### src/rtl/mem_arb_pkg.sv
`default_nettype none
// ============================================================================
//  Module      : mem_arb_pkg
//  Description : Shared types and constants for the two-port memory arbiter.
//  Revision    : 1.0  initial release
// ============================================================================
package mem_arb_pkg;

    // Owner of the response slot one cycle after a read is accepted.
    typedef enum logic [1:0] {
        NONE = 2'd0,
        IBUS = 2'd1,
        DBUS = 2'd2
    } owner_t;

    // Longest run of consecutive cycles the iBus may be denied under fixed priority.
    localparam int MAX_WAIT_DEFAULT = 4;

endpackage : mem_arb_pkg
`default_nettype wire

### src/rtl/mem_arb_grant.sv
`default_nettype none
// ============================================================================
//  Module      : mem_arb_grant
//  Description : Grant decision between iBus and dBus. The default build uses
//                fixed dBus priority with an iBus starvation guard; defining
//                MEM_ARB_RR_EN selects a 2-way round-robin instead.
//  Revision    : 1.0  initial release
// ============================================================================
module mem_arb_grant
    import mem_arb_pkg::*;
#(
    parameter int MAX_WAIT = MAX_WAIT_DEFAULT
) (
    input  logic clk,
    input  logic rst,
    input  logic i_ibus_valid,
    input  logic i_dbus_valid,
    output logic o_grant_i,
    output logic o_grant_d
);

    logic w_grant_i;
    logic w_grant_d;

`ifdef MEM_ARB_RR_EN

    // Pointer names the requester that wins the next contended cycle.
    owner_t r_ptr;

    // Grant: single requester wins outright, contention goes to the pointer owner.
    always_comb begin
        w_grant_i = 1'b0;
        w_grant_d = 1'b0;
        if (!rst) begin
            if (i_ibus_valid && i_dbus_valid) begin
                w_grant_i = (r_ptr == IBUS);
                w_grant_d = (r_ptr != IBUS);
            end else begin
                w_grant_i = i_ibus_valid;
                w_grant_d = i_dbus_valid;
            end
        end
    end

    // Pointer moves to the other requester after every grant.
    always_ff @(posedge clk) begin
        if (rst) begin
            r_ptr <= IBUS;
        end else if (w_grant_i) begin
            r_ptr <= DBUS;
        end else if (w_grant_d) begin
            r_ptr <= IBUS;
        end
    end

`else

    // Counter must hold MAX_WAIT; keep at least one bit for MAX_WAIT of 0.
    localparam int              SW         = (MAX_WAIT < 1) ? 1 : $clog2(MAX_WAIT + 1);
    localparam logic [SW-1:0]   c_MAX_WAIT = SW'(MAX_WAIT);
    localparam logic [SW-1:0]   c_ONE      = SW'(1);

    logic [SW-1:0] r_starve;

    // Grant: dBus wins contention unless the iBus has waited MAX_WAIT cycles.
    always_comb begin
        w_grant_i = 1'b0;
        w_grant_d = 1'b0;
        if (!rst) begin
            if (i_ibus_valid && i_dbus_valid) begin
                w_grant_i = (r_starve == c_MAX_WAIT);
                w_grant_d = (r_starve != c_MAX_WAIT);
            end else begin
                w_grant_i = i_ibus_valid;
                w_grant_d = i_dbus_valid;
            end
        end
    end

    // Count consecutive iBus denials; clear when served or not requesting.
    always_ff @(posedge clk) begin
        if (rst) begin
            r_starve <= '0;
        end else if (!i_ibus_valid || w_grant_i) begin
            r_starve <= '0;
        end else if (r_starve != c_MAX_WAIT) begin
            r_starve <= r_starve + c_ONE;
        end
    end

`endif

    assign o_grant_i = w_grant_i;
    assign o_grant_d = w_grant_d;

endmodule : mem_arb_grant
`default_nettype wire

### src/rtl/mem_arbiter.sv
`default_nettype none
// ============================================================================
//  Module      : mem_arbiter
//  Description : Arbitrates an instruction bus and a data bus onto one
//                single-port SRAM with 1-cycle read latency. Read data is
//                passed straight through to whichever bus owns the response.
//                Build option: MEM_ARB_RR_EN selects round-robin arbitration
//                (default is fixed dBus priority with iBus starvation guard).
//  Revision    : 1.0  initial release
// ============================================================================
module mem_arbiter
    import mem_arb_pkg::*;
#(
    parameter int DEPTH    = 8192,
    parameter int MAX_WAIT = MAX_WAIT_DEFAULT
) (
    input  logic                        clk,
    input  logic                        rst,
    // instruction fetch port
    input  logic                        i_cmd_valid,
    output logic                        i_cmd_ready,
    input  logic [31:0]                 i_cmd_addr,
    output logic                        i_rsp_valid,
    output logic [31:0]                 i_rsp_data,
    // data port
    input  logic                        d_cmd_valid,
    output logic                        d_cmd_ready,
    input  logic [31:0]                 d_cmd_addr,
    input  logic [31:0]                 d_cmd_wdata,
    input  logic [3:0]                  d_cmd_mask,
    input  logic                        d_cmd_wr,
    output logic                        d_rsp_valid,
    output logic [31:0]                 d_rsp_data,
    // SRAM port
    output logic                        mem_en,
    output logic                        mem_we,
    output logic [$clog2(DEPTH)-1:0]    mem_addr,
    output logic [31:0]                 mem_wdata,
    output logic [3:0]                  mem_mask,
    input  logic [31:0]                 mem_rdata
);

    localparam int AW = $clog2(DEPTH);

    logic   w_grant_i;
    logic   w_grant_d;
    owner_t r_rsp_owner;

    // Only the word index inside the memory is used; the rest of each
    // address is folded here so the wrap-around is explicit.
    logic   w_unused_addr;
    assign  w_unused_addr = ^{i_cmd_addr, d_cmd_addr};

    mem_arb_grant #(
        .MAX_WAIT     (MAX_WAIT)
    ) u_grant (
        .clk          (clk),
        .rst          (rst),
        .i_ibus_valid (i_cmd_valid),
        .i_dbus_valid (d_cmd_valid),
        .o_grant_i    (w_grant_i),
        .o_grant_d    (w_grant_d)
    );

    assign i_cmd_ready = w_grant_i;
    assign d_cmd_ready = w_grant_d;

    // Steer the granted command onto the SRAM in the same cycle.
    always_comb begin
        mem_en    = w_grant_i | w_grant_d;
        mem_we    = w_grant_d & d_cmd_wr;
        mem_addr  = w_grant_d ? d_cmd_addr[AW+1:2] : i_cmd_addr[AW+1:2];
        mem_wdata = w_grant_d ? d_cmd_wdata : 32'h0;
        mem_mask  = w_grant_d ? d_cmd_mask  : 4'h0;
    end

    // Remember who issued this cycle's read so next cycle's data is routed to it.
    always_ff @(posedge clk) begin
        if (rst) begin
            r_rsp_owner <= NONE;
        end else if (w_grant_i) begin
            r_rsp_owner <= IBUS;
        end else if (w_grant_d && !d_cmd_wr) begin
            r_rsp_owner <= DBUS;
        end else begin
            r_rsp_owner <= NONE;
        end
    end

    // A read in flight when reset arrives is dropped rather than delivered.
    assign i_rsp_valid = (r_rsp_owner == IBUS) && !rst;
    assign d_rsp_valid = (r_rsp_owner == DBUS) && !rst;
    assign i_rsp_data  = mem_rdata;
    assign d_rsp_data  = mem_rdata;

endmodule : mem_arbiter
`default_nettype wire

### config.mk
export PLATFORM = sky130hd
export DESIGN_NAME = mem_arbiter
export DESIGN_NICKNAME = d
export VERILOG_FILES = /design/src/rtl/mem_arb_pkg.sv /design/src/rtl/mem_arb_grant.sv /design/src/rtl/mem_arbiter.sv
export SDC_FILE = /design/constraint.sdc
export NUM_CORES = 1
export LEC_CHECK = 0
export ABC_CLOCK_PERIOD_IN_PS = 2350
export BUFFER_PORTS_ARGS = -buffer_cell sky130_fd_sc_hd__buf_2
export CAP_MARGIN = 15
export CELL_PAD_IN_SITES_DETAIL_PLACEMENT = 0
export CELL_PAD_IN_SITES_GLOBAL_PLACEMENT = 1
export CORE_UTILIZATION = 12
export DETAILED_ROUTE_END_ITERATION = 16
export PLACE_DENSITY_LB_ADDON = 0.2
export SYNTH_ARGS = -nofsm -noshare
export SYNTH_HDL_FRONTEND = slang
export SYNTH_SLANG_ARGS = --single-unit
### constraint.sdc
create_clock -name clk -period 2.35 [get_ports clk]
set_clock_uncertainty 0.1 [all_clocks]
set_input_delay 0.1175 -clock clk [delete_from_list [all_inputs] [get_ports clk]]
set_output_delay 0.1175 -clock clk [all_outputs]
set_load 0.005 [all_outputs]
==> metrics <==
outcome completed; worst hold stages 3; Critical Path AT 2.01 ns; Worst Hold Launch d_cmd_valid; Total GRT Usage 5.19%; crit path launch type register; Worst R2R Path Depth 5; register area share after synthesis 8.75%; final design area excluding fillers 1470 um2; crit path from u_grant.r_starve[0]$_SDFFE_PP0P_; routed via count 990; flops & latches, synth 5; post-detailed-route wirelength per cell 8.67 um; die area 9920 um2; Area contributors post-synth buf_4, and2_1, mux2_2; maxcap violations 0; clock sink count 5; initial antenna violation count 0; Post-CTS Hold Buffers 1; fill cell count 1064; wirelength, routed 2900 um; Yosys top cell area share 42.7%; register area 100 um2; post_cts resized 0; setup bufs post-CTS 0; crit path to mem_addr[3]; RR Endpoint r_rsp_owner[1]$_SDFF_PP0_; first-pass GRT wire length 4130 um; CP max FO 27; GPL Wtd Cong 0.626; via/cell ratio 2.96; placed cell areas 1410 um2; Max Clock Freq 0.450 GHz; leakage power 0.814 nW; Mapped Avg Cell Area 7.78 um2; DRT iter0 DRCs 17; layout cells sized above 1 68.0%; pre-CTS setup slack 0.312 ns; Ports 256; remaining routing DRC violations 0; routed length on met3 291 um; Die H 99.6 um; Starting Density 12.4%; Pins Over Slew Limit 0; first-pass iteration count of the detailed router 3; worst hold path type in2reg; synthesized net count 286; PortBufs 121; clock-pin slew on the worst setup and hold paths 0.04 ns; Max VDD drop 0.000246 V; ANT nets after route 0; Setup crit end kind output port; R2R setup slack 0.77 ns; uppermost layer routed met4; total power 0.413 mW; Post-Route M1 WL 1270 um; area of the multi-input gates 517 um2; synthesized area 1140 um2; Clock Tree Buf Depth 2; Num CTS Buffers 3; fin crit period 2.22 ns; global route overflow 0; largest net degree at the start of global routing 28; CTS Root Cell clkbuf_8; Met2 Routed Length 1340 um; RSZ-0062 raised after global routing no; Core ar. 9240 um2; Ant. Diodes 0; final hold slack 0.0703 ns; critical setup path kind reg2out; Relative slew margins 83.2%; clock latency on the worst-skew pair 0.22 ns; Yosys cell types 19; post-DP HPWL 2530 um; CP required 2.13 ns; Cell Rows 35; Hold Vio Cnt, Final 0; FF-to-FF Start u_grant.r_starve[0]$_SDFFE_PP0P_; Worst Setup Slack, final 0.126 ns; yosys warns 0; setup tns final 0 ns; Die Wd 99.6 um; area growth from synthesis to layout 28.4%; Final setup viols 0; Worst-Margin Slew 0.252 ns; Layout Nets 346; PwrDens 281 nW/um2; htree depth 1; fin crit share 94.7%; vias in the first global route 870; CTS tree built; leading area contributor after synthesis buf_4; cell count after synthesis 147
## Yosys cell counts, drive strengths merged
cell type,number
a311oi,1
clkbuf,2
mux2,13
nand2,2
and2,37
nor2b,2
ha,2
mux2i,1
inv,4
buf,67
dfxtp,5
nor2,6
nand3,1
nor3b,2
a21boi,2
## critical path, cell delays in order (launching register included)
cell and delay, ns:
dfxtp_1 0.35, inv_1 0.05, ha_1 0.25, a311oi_4 0.32, buf_4 0.32, mux2_2 0.37, buf_2 0.13
## layout make-up
| cell class | count | area share [%] |
|---|---|---|
| Inverter | 4 | 1.02 |
| Clock buffer | 4 | 3.07 |
| Timing Repair Buffer | 124 | 42.9 |
| Tap cell | 129 | 11.0 |
| Sequential cell | 5 | 6.81 |
| Multi-Input combinational cell | 69 | 35.2 |
## cell families after synthesis
kind of cell	after synthesis	share of synthesized area, %
buf+inv	73	46.1
simple gates	50	25.7
mux	14	13.7
flops	5	8.75
compound gates	3	3.61
fa+ha+maj	2	2.19
## power breakdown
group          switching, mW  internal [mW]  total [mW]
clock network         0.0403          0.116       0.157
registers            0.00123         0.0877      0.0889
logic                 0.0647          0.103       0.168
total                  0.106          0.307       0.413
## layout by cell type, fill, tap and decap left out, drive strengths merged
cell	n
buf	123
and2	37
mux2	13
nor2	6
dfxtp	5
inv	4
clkbuf	4
nor3b	2
nand2	2
nor2b	2
a21boi	2
ha	2
a311oi	1
mux2i	1
nand3	1
dlygate4sd3	1
## sequential cells by signal (all words and copies together), names as in the netlist
| register | count |
|---|---|
| r_rsp_owner | 2 |
| u_grant.r_starve | 3 |
## metal layers
layer	GRT usage [%]	vias up
li1	-	510
met1	6.40	399
met2	8.71	78
met3	1.48	3
met4	1.58	0
met5	0	-
## stage by stage
step,utilization (%),std cells
6_report,15.9,335
5_1_grt,15.9,335
4_1_cts,15.9,335
3_5_place_dp,15.3,330
3_3_place_gp,15.3,330
2_1_floorplan,-,147
## worst min path at each step
stage	endpoint	slack, ns
after floorplan	r_rsp_owner[1]$_SDFF_PP0_	0.09
after global placement	d_rsp_data[27]	0.14
after detailed placement	d_rsp_data[27]	0.14
after CTS	u_grant.r_starve[2]$_SDFFE_PP0P_	0.06
after global routing	u_grant.r_starve[2]$_SDFFE_PP0P_	0.08
final	u_grant.r_starve[2]$_SDFFE_PP0P_	0.07
No activity file was read; power rests on OpenSTA's default activity.
